`src/rtl/spectrum_pkg.sv`:
```
// Shared widths and the timing bundle carried alongside the spectrum RAM read.
package spectrum_pkg;
    localparam int BIN_AW  = 13;
    localparam int MAG_W   = 11;
    localparam int RGB_W   = 24;
    localparam int COORD_W = 12;

    localparam logic [BIN_AW-1:0] BIN_MAX = '1;

    typedef struct packed {
        logic               de;
        logic               hs;
        logic               vs;
        logic [COORD_W-1:0] x;
        logic [COORD_W-1:0] y;
        logic               oob;
    } timing_t;
endpackage

```
`src/rtl/video_delay_line.sv`:
```
// Fixed-depth shift register used to realign video timing with RAM read data.
module video_delay_line #(
    parameter int DEPTH = 1,
    parameter int WIDTH = 1
) (
    input  logic             clk,
    input  logic             rst_n,
    input  logic [WIDTH-1:0] din_i,
    output logic [WIDTH-1:0] dout_o
);
    logic [DEPTH-1:0][WIDTH-1:0] pipe_q;

    // Shift one slot per clock; reset flushes every slot.
    always_ff @(posedge clk or negedge rst_n) begin
        if (!rst_n) begin
            pipe_q <= '0;
        end else begin
            pipe_q[0] <= din_i;
            for (int i = 1; i < DEPTH; i++) pipe_q[i] <= pipe_q[i-1];
        end
    end

    assign dout_o = pipe_q[DEPTH-1];
endmodule

```
`src/rtl/spectrum_plot_reader.sv`:
```
// Reads spectrum magnitudes per video column, draws a bar trace over a grid,
// and reports the peak bin of each frame at the following vsync.
module spectrum_plot_reader
    import spectrum_pkg::*;
#(
    parameter int          H_ACTIVE        = 1280,
    parameter int          PLOT_TOP        = 100,
    parameter int          PLOT_HEIGHT     = 512,
    parameter int          RAM_LAT         = 2,
    parameter int          GRID_PITCH_LOG2 = 6,
    parameter logic [23:0] TRACE_RGB       = 24'h00FF00,
    parameter logic [23:0] GRID_RGB        = 24'h404040,
    parameter logic [23:0] BG_RGB          = 24'h000000
) (
    input  logic        clk,
    input  logic        rst_n,
    input  logic        in_de,
    input  logic        in_hs,
    input  logic        in_vs,
    input  logic [11:0] in_x,
    input  logic [11:0] in_y,
    input  logic [12:0] cfg_start_bin,
    input  logic [2:0]  cfg_step_log2,
    input  logic [3:0]  cfg_gain_shift,
    output logic [12:0] ram_addr,
    input  logic [10:0] ram_dout,
    output logic        out_de,
    output logic        out_hs,
    output logic        out_vs,
    output logic [23:0] out_rgb,
    output logic [12:0] peak_bin,
    output logic [10:0] peak_mag,
    output logic        peak_valid
);
    localparam int DLY_W = $bits(timing_t) + BIN_AW;
    localparam logic [12:0] ROW_TOP = 13'(PLOT_TOP);
    localparam logic [12:0] ROW_END = 13'(PLOT_TOP + PLOT_HEIGHT);
    localparam logic [12:0] MAG_CAP = 13'(PLOT_HEIGHT);
    localparam logic [COORD_W-1:0] GRID_MASK = COORD_W'((1 << GRID_PITCH_LOG2) - 1);

    // The column coordinate is 12 bits and the row distance must fit 11 bits.
    if (PLOT_HEIGHT > 2047 || RAM_LAT < 1 || H_ACTIVE > 4096) begin : g_bad_params
        $error("spectrum_plot_reader: unsupported parameter set");
    end

    logic        vs_prev_q, vs_rise;
    logic [12:0] start_q;
    logic [2:0]  step_q;
    logic [3:0]  gain_q;

    assign vs_rise = in_vs & ~vs_prev_q;

    // Shadow the config at frame start so mid-frame writes wait for the next frame.
    always_ff @(posedge clk or negedge rst_n) begin
        if (!rst_n) begin
            vs_prev_q <= 1'b0;
            start_q   <= '0;
            step_q    <= '0;
            gain_q    <= '0;
        end else begin
            vs_prev_q <= in_vs;
            if (vs_rise) begin
                start_q <= cfg_start_bin;
                step_q  <= cfg_step_log2;
                gain_q  <= cfg_gain_shift;
            end
        end
    end

    logic [19:0]       addr_raw;
    logic [BIN_AW-1:0] bin0;
    timing_t           tin;

    // Column-to-bin mapping; bins past the top of the RAM clamp and flag oob.
    always_comb begin
        tin      = '0;
        addr_raw = 20'(start_q) + (20'(in_x) << step_q);
        tin.oob  = addr_raw > 20'(BIN_MAX);
        bin0     = tin.oob ? BIN_MAX : addr_raw[BIN_AW-1:0];
        tin.de   = in_de;
        tin.hs   = in_hs;
        tin.vs   = in_vs;
        tin.x    = in_x;
        tin.y    = in_y;
    end

    logic [12:0] ram_addr_q;

    // Read address only moves on active pixels so blanking leaves it parked.
    always_ff @(posedge clk or negedge rst_n) begin
        if (!rst_n)     ram_addr_q <= '0;
        else if (in_de) ram_addr_q <= bin0;
    end

    // One slot for the address register plus the RAM latency.
    logic [DLY_W-1:0]  dly_out;
    timing_t           pix;
    logic [BIN_AW-1:0] pix_bin;

    video_delay_line #(.DEPTH(RAM_LAT + 1), .WIDTH(DLY_W)) u_dly (
        .clk   (clk),
        .rst_n (rst_n),
        .din_i ({tin, bin0}),
        .dout_o(dly_out)
    );

    assign {pix, pix_bin} = dly_out;

    logic [MAG_W-1:0] mag_sh;
    logic [12:0]      mag_s, y_ext, r;
    logic             in_plot;
    logic [23:0]      rgb_d;

    // Colour pick: blanking, outside plot, oob, trace, grid, background.
    always_comb begin
        mag_sh  = ram_dout >> gain_q;
        mag_s   = (13'(mag_sh) > MAG_CAP) ? MAG_CAP : 13'(mag_sh);
        y_ext   = 13'(pix.y);
        in_plot = (y_ext >= ROW_TOP) && (y_ext < ROW_END);
        r       = ROW_END - 13'd1 - y_ext;
        rgb_d   = '0;
        if (!pix.de)                                       rgb_d = '0;
        else if (!in_plot || pix.oob)                      rgb_d = BG_RGB;
        else if (r < mag_s)                                rgb_d = TRACE_RGB;
        else if (r == '0 || (pix.x & GRID_MASK) == '0)     rgb_d = GRID_RGB;
        else                                               rgb_d = BG_RGB;
    end

    logic        out_de_q, out_hs_q, out_vs_q;
    logic [23:0] out_rgb_q;

    // Output register keeps syncs and colour on the same clock.
    always_ff @(posedge clk or negedge rst_n) begin
        if (!rst_n) begin
            out_de_q  <= 1'b0;
            out_hs_q  <= 1'b0;
            out_vs_q  <= 1'b0;
            out_rgb_q <= '0;
        end else begin
            out_de_q  <= pix.de;
            out_hs_q  <= pix.hs;
            out_vs_q  <= pix.vs;
            out_rgb_q <= rgb_d;
        end
    end

    logic              qual, armed_q, peak_valid_q;
    logic [MAG_W-1:0]  cur_mag_q, peak_mag_q;
    logic [BIN_AW-1:0] cur_bin_q, peak_bin_q;

    // Only the first plot row is sampled so each column counts once per frame.
    assign qual = pix.de && (pix.y == COORD_W'(PLOT_TOP)) && !pix.oob;

    // Track the frame maximum; publish it at the next vsync once a whole frame was seen.
    always_ff @(posedge clk or negedge rst_n) begin
        if (!rst_n) begin
            armed_q      <= 1'b0;
            cur_mag_q    <= '0;
            cur_bin_q    <= '0;
            peak_mag_q   <= '0;
            peak_bin_q   <= '0;
            peak_valid_q <= 1'b0;
        end else begin
            peak_valid_q <= 1'b0;
            if (vs_rise) begin
                armed_q   <= 1'b1;
                cur_mag_q <= '0;
                cur_bin_q <= '0;
                if (armed_q) begin
                    peak_valid_q <= 1'b1;
                    peak_mag_q   <= cur_mag_q;
                    peak_bin_q   <= cur_bin_q;
                end
            end else if (qual && ram_dout > cur_mag_q) begin
                cur_mag_q <= ram_dout;
                cur_bin_q <= pix_bin;
            end
        end
    end

    assign ram_addr   = ram_addr_q;
    assign out_de     = out_de_q;
    assign out_hs     = out_hs_q;
    assign out_vs     = out_vs_q;
    assign out_rgb    = out_rgb_q;
    assign peak_bin   = peak_bin_q;
    assign peak_mag   = peak_mag_q;
    assign peak_valid = peak_valid_q;
endmodule

```
`config.mk`:
```
export PLATFORM = sky130hd
export DESIGN_NAME = spectrum_plot_reader
export DESIGN_NICKNAME = d
export VERILOG_FILES = /design/src/rtl/spectrum_pkg.sv /design/src/rtl/video_delay_line.sv /design/src/rtl/spectrum_plot_reader.sv
export SDC_FILE = /design/constraint.sdc
export NUM_CORES = 1
export LEC_CHECK = 0
export CAP_MARGIN = 30
export CORE_ASPECT_RATIO = 1.5
export CORE_MARGIN = 2
export CORE_UTILIZATION = 25
export CTS_BUF_LIST = sky130_fd_sc_hd__clkbuf_8
export DETAILED_ROUTE_END_ITERATION = 12
export HOLD_SLACK_MARGIN = 0.1
export SYNTH_ARGS = -nofsm -noshare
export SYNTH_HDL_FRONTEND = slang
export SYNTH_SLANG_ARGS = --single-unit
```
`constraint.sdc`:
```
create_clock -name clk -period 3.67 [get_ports clk]
set_clock_uncertainty 0.2 [all_clocks]
set_input_delay 0.5505 -clock clk [delete_from_list [all_inputs] [get_ports clk]]
set_output_delay 0.5505 -clock clk [all_outputs]
set_load 0.01 [all_outputs]
```
==> metrics.md <==
| Metric | Value |
|---|---|
| Tot GR Track Use | 0.116 |
| HPWL after detailed placement | 15.1 mm |
| CP startpoint kind | flop |
| Synth Instances | 757 |
| Overall die area | 36100 um^2 |
| Worst EP arrival | 3.89 ns |
| Fmax | 267 MHz |
| Final Hold Fails | 0 |
| Clock tree buffer depth | 2 |
| Final WL | 20.8 mm |
| Setup WS post-layout | -0.0718 ns |
| Routed len/inst | 14.9 um |
| GR Overflow Total | 0 |
| Post-synthesis cell area | 8640 um^2 |
| Max H-tree Level | 4 |
| Ys flop type | dfrtp_1 |
| Clock Sinks | 194 |
| Nets@finish | 1057 |
| Detailed-route via count | 6120 |
| Initial antenna violation count | 2 |
| Commonest non-fill, non-tap cell in the layout | dfrtp_1 |
| EDFF count, synth | 0 |
| Die Span Y | 232 um |
| Status | finished, violations left |
| Core area | 34200 um^2 |
| Crit path max fanout | 7 |
| Leakage power | 5.25 nW |
| CP Cell Sequence | buf_6 > buf_12 > mux2_4 > nor2_4 > a21oi_2 > mux2i_1 > o21ai_2 > or4b_4 > nor4_4 > o2111ai_1 > ha_1 > and4_1 > o2111ai_2 > a311o_1 > nand4_1 > buf_4 > a21oi_2 |
| Max cap viols | 0 |
| Minimum clock period | 3.74 ns |
| Largest net degree at the start of global routing | 92 |
| Yosys warns | 0 |
| CTS tree | yes |
| Avg Cell Area, Syn | 11.4 um^2 |
| Slowest CP cell | or4b_4 |
| Initial Utilization | 0.253 |
| Hold WC Path Type | reg2reg |
| Critical Path Max Stage Delay | 0.51 ns |
| Worst slew margin | 0.0966 |
| Cts bufs inserted | 17 |
| Netlist cell types | 58 |
| RD Place Congestion | 0.853 |
| Slew Limit Fails | 0 |
| Pre-Repair DR Iteration Count | 4 |
| Clk slew on worst S/H paths | 0.11 ns |
| Layout area overhead | 37.4% |
| Wire length of the first global-routing pass | 32.3 mm |
| Unrepaired setup endpoints after global routing | true |
| CTS root buf | clkbuf_8 |
| Worst setup path class | reg2reg |
| Layout cells sized above 1 | 0.264 |
| Row cnt | 83 |
| Fraction of registers with async set/reset | 1.00 |
| Tcrit/Tclk final | 1.02 |
| Slew @ Worst Pin | 1.35 ns |
| Die width | 156 um |
| Worst vdd ir | 221 uV |
| Vias in the first global route | 6189 |
| Commonest cells after routing, fill and taps aside | dfrtp_1, clkdlybuf4s50_1, buf_4, nand2_1, nor2_1 |
| Post-synthesis sequential element count | 194 |
| Setup_tns | -0.328 ns |
| Worst hold margin | 0.148 ns |
| Vias per cell | 4.38 |
| Post-route DRC | 0 |
| CP required | 3.82 ns |
| Clk Latency, worst-skew pair | 0.49 ns |
| Pwr Density | 498 nW/um^2 |
| Post-synthesis sequential area ratio | 0.562 |
| Antenna viol nets, final | 0 |
| CP most frequent cell | a21oi_2 |
| Failing checks | negative setup slack |
| Final setup vio count | 15 |
| # port buffers | 110 |
| Iter 0 DRT Violations | 228 |
| Critical path endpoint category | flop |
| Io pins | 125 |
| Fill cells | 3359 |
## worst max-delay path: cells and delay by family (launching register included)
| family | cells | cell delay (ns) |
|---|---|---|
| buffers and inverters | 3 | 0.40 |
| DFF | 1 | 0.47 |
| muxes | 2 | 0.50 |
| AOI/OAI and AO/OA | 6 | 0.68 |
| and+or+nand+nor | 5 | 1.03 |
| adders and majority gates | 1 | 0.32 |
## sequential cells by signal, summed over array words and instances, names as in the netlist, 3 cells and up
name and cells:
u_dly.pipe_q 70, u_dly.dout_o 35, cur_bin_q 13, peak_bin 13
ram_addr 13, start_q 13, cur_mag_q 11, peak_mag 11
gain_q 4, out_rgb 3, step_q 3
## stage by stage
stage,power (W),std cells,worst slack (ns),instance area (um^2),util
3_3_place_gp,0.00410,1351,-0.696,10800,0.317
2_1_floorplan,0.00340,770,0.0239,8700,-
4_1_cts,0.00566,1388,-0.236,11400,0.333
5_1_grt,0.00629,1398,-0.251,11900,0.348
6_report,0.00592,1398,-0.0718,11900,0.348
3_5_place_dp,0.00412,1351,-0.741,10800,0.317
## layout make-up
cell class                      instances  area, um^2  share of cell area
Clock inverter                         15         188              0.0158
Multi-Input combinational cell        493        3850               0.324
Clock buffer                           17         234              0.0197
Tap cell                              425         532              0.0448
Sequential cell                       194        4860               0.409
Antenna cell                            1        2.50            0.000211
Inverter                               31         116             0.00980
Timing Repair Buffer                  222        2100               0.176
## path summary, 6_finish.rpt
kind | from | end | slack (ns) | cells past startpoint
hold reg to reg | u_dly.pipe_q[51]$_DFF_PN0_ | u_dly.dout_o[10]$_DFF_PN0_ | 0.15 | 0
min in group asynchronous | rst_n | u_dly.pipe_q[39]$_DFF_PN0_ | 0.48 | 2
hold / removal | u_dly.pipe_q[51]$_DFF_PN0_ | u_dly.dout_o[10]$_DFF_PN0_ | 0.15 | 0
max in group asynchronous | rst_n | u_dly.pipe_q[50]$_DFF_PN0_ | 2.02 | 3
setup reg to reg | gain_q[0]$_DFFE_PN0P_ | out_rgb[14]$_DFF_PN0_ | -0.07 | 17
setup / recovery | gain_q[0]$_DFFE_PN0P_ | out_rgb[14]$_DFF_PN0_ | -0.07 | 17
## synth_stat cells (5+ instances only)
| master | count | area share |
|---|---|---|
| a21o_1 | 11 | 0.0096 |
| a21oi_1 | 31 | 0.018 |
| a31oi_1 | 19 | 0.014 |
| buf_4 | 22 | 0.019 |
| clkbuf_1 | 21 | 0.0091 |
| dfrtp_1 | 194 | 0.56 |
| ha_1 | 37 | 0.054 |
| inv_1 | 29 | 0.013 |
| mux2_2 | 39 | 0.051 |
| mux2i_1 | 44 | 0.051 |
| nand2_1 | 75 | 0.033 |
| nand3_1 | 11 | 0.0064 |
| nor2_1 | 61 | 0.026 |
| nor2b_1 | 7 | 0.0051 |
| nor3_1 | 12 | 0.0069 |
| o211ai_1 | 6 | 0.0052 |
| o21a_1 | 5 | 0.0043 |
| o21ai_0 | 36 | 0.021 |
| o22ai_1 | 5 | 0.0036 |
| xnor2_1 | 12 | 0.012 |
| xor2_1 | 8 | 0.0081 |
## repair_timing
item / CTS / global route
hold endpoints to repair: 88 / 0
pin swaps: 6 / 24
hold buffers: 1 / 0
setup endpoints to repair: 30 / 30
gates resized for setup: 21 / 82
buffers inserted: 3 / 7
cloned: 1 / 3
## cell families (layout without fill, tap and decap cells)
group                      Yosys count  count (layout)  synth area share
and+or+nand+nor                    199             199             0.106
DFF                                194             194             0.562
AOI/OAI and AO/OA                  135             135            0.0974
muxes                               86              86             0.109
buffers and inverters               83             285            0.0488
adders and majority gates           38              38            0.0559
xor gates and xnor gates            20              20            0.0203
other                                2              16          0.000869
## power by group
| part | switching (W) | internal, W | leakage [nW] |
|---|---|---|---|
| combinational | 0.000947 | 0.000954 | 2.77 |
| clock | 0.000866 | 0.000582 | 0.210 |
| sequential | 0.000139 | 0.00243 | 2.27 |
| total | 0.00195 | 0.00396 | 5.25 |
## routing by layer
layer	wire (um)	vias up	track usage
li1	-	2992	-
met1	8540	2973	0.131
met2	11000	119	0.209
met3	676	34	0.0259
met4	563	2	0.0476
met5	13	-	0
Power figures use the tool's default switching activity.
